### src/rtl/fifo_arb_pkg.sv
// Shared types and default sizing for the FIFO write-port arbiter.
package fifo_arb_pkg;

    typedef enum logic {
        ARB_IDLE  = 1'b0,
        ARB_GRANT = 1'b1
    } arb_state_t;

    localparam int NREQ_DEF     = 4;
    localparam int DW_DEF       = 8;
    localparam int MAXBURST_DEF = 4;

    // Width of a counter/index holding values 0..n-1, never narrower than 1 bit.
    function automatic int idx_width(input int n);
        return (n > 1) ? $clog2(n) : 1;
    endfunction

endpackage

### src/rtl/fifo_wr_arbiter_rr_pick.sv
// Combinational round-robin search: first set req bit at or above start, wrapping.
module rr_pick #(
    parameter int NREQ = 4,
    parameter int IW   = 2
) (
    input  logic [NREQ-1:0] req_i,
    input  logic [IW-1:0]   start_i,
    output logic            found_o,
    output logic [IW-1:0]   idx_o
);

    logic [IW-1:0] cand;

    always_comb begin
        found_o = 1'b0;
        idx_o   = '0;
        cand    = '0;
        for (int k = 0; k < NREQ; k++) begin
            cand = IW'((int'(start_i) + k) % NREQ);
            if (!found_o && req_i[cand]) begin
                found_o = 1'b1;
                idx_o   = cand;
            end
        end
    end

endmodule

### src/rtl/fifo_wr_arbiter.sv
// Round-robin arbiter sharing one FIFO write port among NREQ req/ack producers.
// Define ARB_STATS_EN to add the stall_cnt output (grant cycles blocked by full).
module fifo_wr_arbiter
    import fifo_arb_pkg::*;
#(
    parameter int NREQ     = NREQ_DEF,
    parameter int DW       = DW_DEF,
    parameter int MAXBURST = MAXBURST_DEF,
    localparam int IW      = idx_width(NREQ)
) (
    input  logic              clk,
    input  logic              rst,
    input  logic [NREQ-1:0]   req,
    input  logic [NREQ*DW-1:0] req_data,
    output logic [NREQ-1:0]   ack,
    input  logic              full,
    output logic              wr,
    output logic [DW-1:0]     din,
    output logic              gnt_valid,
    output logic [IW-1:0]     gnt_idx,
    output logic              dbg_state_o
`ifdef ARB_STATS_EN
    ,
    output logic [15:0]       stall_cnt
`endif
);

    localparam int CW = idx_width(MAXBURST);

    arb_state_t    state_q, state_d;
    logic [IW-1:0] gnt_idx_q, gnt_idx_d;
    logic [IW-1:0] rr_ptr_q, rr_ptr_d;
    logic [CW-1:0] beat_cnt_q, beat_cnt_d;

    logic [IW-1:0] g_next;
    logic [IW-1:0] pick_start;
    logic          pick_found;
    logic [IW-1:0] pick_idx;
    logic          req_g;
    logic [DW-1:0] data_g;
    logic          last_beat;

    assign g_next = (gnt_idx_q == IW'(NREQ - 1)) ? '0 : gnt_idx_q + 1'b1;
    // While granted, the search starts just past the holder so it is considered last.
    assign pick_start = (state_q == ARB_GRANT) ? g_next : rr_ptr_q;
    assign req_g      = req[gnt_idx_q];

    always_comb begin
        data_g = '0;
        for (int i = 0; i < NREQ; i++) begin
            if (gnt_idx_q == IW'(i)) data_g = req_data[i*DW +: DW];
        end
    end

    rr_pick #(
        .NREQ (NREQ),
        .IW   (IW)
    ) u_rr_pick (
        .req_i   (req),
        .start_i (pick_start),
        .found_o (pick_found),
        .idx_o   (pick_idx)
    );

    always_ff @(posedge clk or negedge rst) begin
        if (!rst) begin
            state_q    <= ARB_IDLE;
            gnt_idx_q  <= '0;
            rr_ptr_q   <= '0;
            beat_cnt_q <= '0;
        end else begin
            state_q    <= state_d;
            gnt_idx_q  <= gnt_idx_d;
            rr_ptr_q   <= rr_ptr_d;
            beat_cnt_q <= beat_cnt_d;
        end
    end

    always_comb begin
        state_d    = state_q;
        gnt_idx_d  = gnt_idx_q;
        rr_ptr_d   = rr_ptr_q;
        beat_cnt_d = beat_cnt_q;
        wr         = 1'b0;
        ack        = '0;
        din        = '0;
        gnt_valid  = 1'b0;
        last_beat  = 1'b0;
        case (state_q)
            ARB_IDLE: begin
                if (pick_found) begin
                    gnt_idx_d  = pick_idx;
                    beat_cnt_d = '0;
                    state_d    = ARB_GRANT;
                end
            end
            ARB_GRANT: begin
                gnt_valid = 1'b1;
                din       = data_g;
                wr        = req_g & ~full;
                ack       = NREQ'(wr) << gnt_idx_q;
                last_beat = wr && (beat_cnt_q == CW'(MAXBURST - 1));
                if (last_beat || !req_g) begin
                    rr_ptr_d = g_next;
                    if (pick_found) begin
                        gnt_idx_d  = pick_idx;
                        beat_cnt_d = '0;
                    end else begin
                        state_d = ARB_IDLE;
                    end
                end else if (wr) begin
                    beat_cnt_d = beat_cnt_q + 1'b1;
                end
            end
            default: state_d = ARB_IDLE;
        endcase
    end

    assign gnt_idx     = gnt_idx_q;
    assign dbg_state_o = state_q;

`ifdef ARB_STATS_EN
    logic [15:0] stall_cnt_q;

    always_ff @(posedge clk or negedge rst) begin
        if (!rst) begin
            stall_cnt_q <= '0;
        end else if (state_q == ARB_GRANT && req_g && full && stall_cnt_q != 16'hFFFF) begin
            stall_cnt_q <= stall_cnt_q + 16'd1;
        end
    end

    assign stall_cnt = stall_cnt_q;
`endif

endmodule

### config.mk
export PLATFORM = sky130hd
export DESIGN_NAME = fifo_wr_arbiter
export DESIGN_NICKNAME = d
export VERILOG_FILES = /design/src/rtl/fifo_arb_pkg.sv /design/src/rtl/fifo_wr_arbiter_rr_pick.sv /design/src/rtl/fifo_wr_arbiter.sv
export SDC_FILE = /design/constraint.sdc
export NUM_CORES = 1
export LEC_CHECK = 0
export CORE_UTILIZATION = 37
export CTS_CLUSTER_SIZE = 8
export DETAILED_ROUTE_END_ITERATION = 10
export GPL_ROUTABILITY_DRIVEN = 0
export PLACE_DENSITY = 0.82
export SYNTH_ARGS = -nofsm -noshare
export SYNTH_HDL_FRONTEND = slang
export SYNTH_SLANG_ARGS = --single-unit
### constraint.sdc
create_clock -name clk -period 2.6 [get_ports clk]
set_clock_uncertainty 0.1 [all_clocks]
set_input_delay 0.52 -clock clk [delete_from_list [all_inputs] [get_ports clk]]
set_output_delay 0.52 -clock clk [all_outputs]
set_load 0.05 [all_outputs]
==> flow_summary.ini <==
[outcome]
status = finished, final reports clean

[clock_tree]
htree_levels = 1
clock_latency_ns = 0.26
cts_sinks = 7
cts_tree = yes
root_buffer = clkbuf_4
clockBufferDepth = 2
path_clk_slew_ns = 0.06
cts_made_buffers = 3

[worst_setup_path]
cp_max_fo = 7
reg2reg_to = gnt_idx[1]
worstReg2RegStart = gnt_idx[0]
r2r_cells = 5
crit_arrival_ns = 1.92
criticalPathCategory = register to primary output
end_kind = primary output
crit_required_ns = 1.98
regToRegSetupSlack_ns = 0.50
crit_path_start_kind = register

[logic_synthesis]
avgSynthCellArea_um2 = 8.088
synth_area_leader_cell = dfrtp_1
synthSimpleGateAreaFrac = 0.2017
synthFlopType = dfrtp_1
synth_compound_area_frac = 0.3232
yosysMostFrequentCell = nand2_1
synthTopCellsByCount = nand2_1 (14), inv_1 (13), a211o_1 (8), a21boi_0 (8)
yosys_warnings = 0
synth_top_family_by_area = compound AO/OA/AOI/OAI gates
synth_adder_area_share = 0.06906
seq_area_frac_synth = 0.1934
synth-xor-area-share = 0
synth_edf_count = 0
ys_ff_latch = 7
synth.net_count = 156
syn_inst = 112
synth_area_um2 = 905.9
ys_types = 32
muxShareOfSynthArea = 0.1091
yosysTopAreaCellShare = 0.1934
synth_area_leaders = dfrtp_1 (19%), a211o_1 (7.7%), ha_1 (6.9%)
postSynth.asyncResetShare = 1.000

[timing]
timing.slew.headroom = 0.5732
final-max-slew-violation-count = 0
fin_crit_ns = 2.543
setup_tns_ns = 0
hold_violations = 0
max_freq_ghz = 0.3932
timing.hold.ws_ns = 0.4270
setup_viol = 0
period_share = 0.9781
tightest_slew_ns = 0.6402

[cells_and_area]
final_core_util = 0.8263
drive_gt1_frac = 0.3543
fin_cells = 203
num-nets-final = 220
nFillCells = 133
diodes = 0
syn_to_final_growth_pct = 105.7
fin_area_um2 = 1863

[detailed_routing]
drtAntennaViolNets = 0
drc = 0
wirelength_um = 3253
routedWlPerCell_um = 16.02
via_count = 1107
detail_route.iter0.violations = 21
first_pass_iters = 4
vias_per_cell = 5.453

[pwr]
p_int_mw = 1.327
power_frac_seq = 0.082
max-vdd-ir-drop_uv = 1156
leakage_nw = 0.8735
swShare = 0.4940
clkPwrFrac = 0.040
p_sw_mw = 1.296
power_density_nw_per_um2 = 1408
p_comb_frac = 0.878

[global_routing]
grt_usage = 0.2365
grt_pass1_wl_um = 4650
grt_max_degree = 23
antenna_found_initial = 0
overflow = 0
grt_pass1_vias = 1041

[placement]
hpwl_um = 2451
placed_area_um2 = 1732
placed_cells = 196
portBuffers = 55

[floorplanning]
pin_count = 56
coreArea_um2 = 2255
die_h_um = 51.48
rows = 17
die_x_um = 51.48
start_util = 0.4018
floorplan.die_area_um2 = 2650

[min_path]
min_path_type = primary input to asynchronous set/reset pin

[flow_run]
cap_violations = 0
[how the worst max path moves through the flow]
stage	start	slack [ns]	to
floorplan	gnt_idx[0]	0.003	ack[2]
global placement	req[3]	-0.08	ack[2]
detailed placement	req[3]	-0.09	ack[2]
CTS	gnt_idx[0]	0.002	din[0]
global route	gnt_idx[1]	-0.03	din[7]
finish	gnt_idx[0]	0.06	din[7]
[what timing repair did]
action / in CTS / in global routing
gates resized for setup: 7 / 11
setup buffers: 2 / 1
pin swaps: 2 / 6
endpoints found under the setup margin: 9 / 11
hold buffers: 0 / 0
[routing by layer]
layer	routed length, µm	vias to the layer above	global-route usage
li1	-	537	-
met3	112	6	0.05952
met4	50	0	0.05405
met2	1781	36	0.4264
met5	0	-	0
met1	1309	528	0.2767
[cells by family after synthesis]
logic type / count (synthesis)
buffers and inverters: 22
DFF: 7
AOI/OAI and AO/OA: 34
and+or+nand+nor: 36
adders and majority gates: 5
muxes: 8
[power groups by stage]
| stage | Sequential, mW | Clock (mW) | Combinational (mW) |
|---|---|---|---|
| floorplan | 0.256 | 0 | 1.29 |
| global placement | 0.212 | 0 | 2.09 |
| detailed placement | 0.218 | 0 | 2.15 |
| CTS | 0.203 | 0.110 | 2.21 |
| global route | 0.217 | 0.118 | 2.41 |
| finish | 0.214 | 0.105 | 2.30 |
[cell usage in the layout (no fill, tap or decap), types with 2 or more instances in the layout]
| master | instances |
|---|---|
| clkdlybuf4s50_1 | 38 |
| nand2_1 | 13 |
| buf_4 | 13 |
| inv_1 | 11 |
| buf_12 | 10 |
| a211o_1 | 8 |
| a21boi_4 | 8 |
| a221oi_1 | 5 |
| mux2_2 | 5 |
| nor3_1 | 4 |
| nor2_1 | 4 |
| dfrtp_1 | 4 |
| dlymetal6s2s_1 | 4 |
| a211oi_1 | 3 |
| ha_4 | 3 |
| clkbuf_4 | 3 |
| dfrtp_2 | 3 |
| a221oi_2 | 2 |
| nor2_4 | 2 |
| nand2b_1 | 2 |
| nor4_1 | 2 |
| mux2i_1 | 2 |
| nor3b_1 | 2 |
| ha_1 | 2 |
| buf_6 | 2 |
[area by class of cell]
type | count | area [µm²] | share of cell area
tap | 28 | 35.03 | 0.01880
sequential | 7 | 178.9 | 0.09604
inverter | 13 | 51.30 | 0.02754
clock buffer | 4 | 26.28 | 0.01410
multi-input combinational | 83 | 805.8 | 0.4325
timing repair buffer | 68 | 765.7 | 0.4110
[registers in the layout (all words and copies together) (netlist names)]
signal / cells
beat_cnt_q: 2
rr_ptr_q: 2
dbg_state_o: 1
gnt_idx: 2
[per-stage QoR]
| step | setup WS, ns | power [mW] |
|---|---|---|
| 2_1_floorplan | 0.002878 | 1.550 |
| 3_3_place_gp | -0.08400 | 2.302 |
| 3_5_place_dp | -0.08874 | 2.364 |
| 4_1_cts | 0.002206 | 2.527 |
| 5_1_grt | -0.02843 | 2.740 |
| 6_report | 0.05701 | 2.624 |
[worst max-delay path, cell delays in order, from the launching register on]
cell and delay, ns:
dfrtp_2 0.44, inv_4 0.06, ha_4 0.16, nor2b_1 0.12, buf_4 0.16, a221oi_1 0.35, a211o_1 0.19, a21boi_4 0.07
buf_12 0.14
No activity file was read; power rests on OpenSTA's default activity.
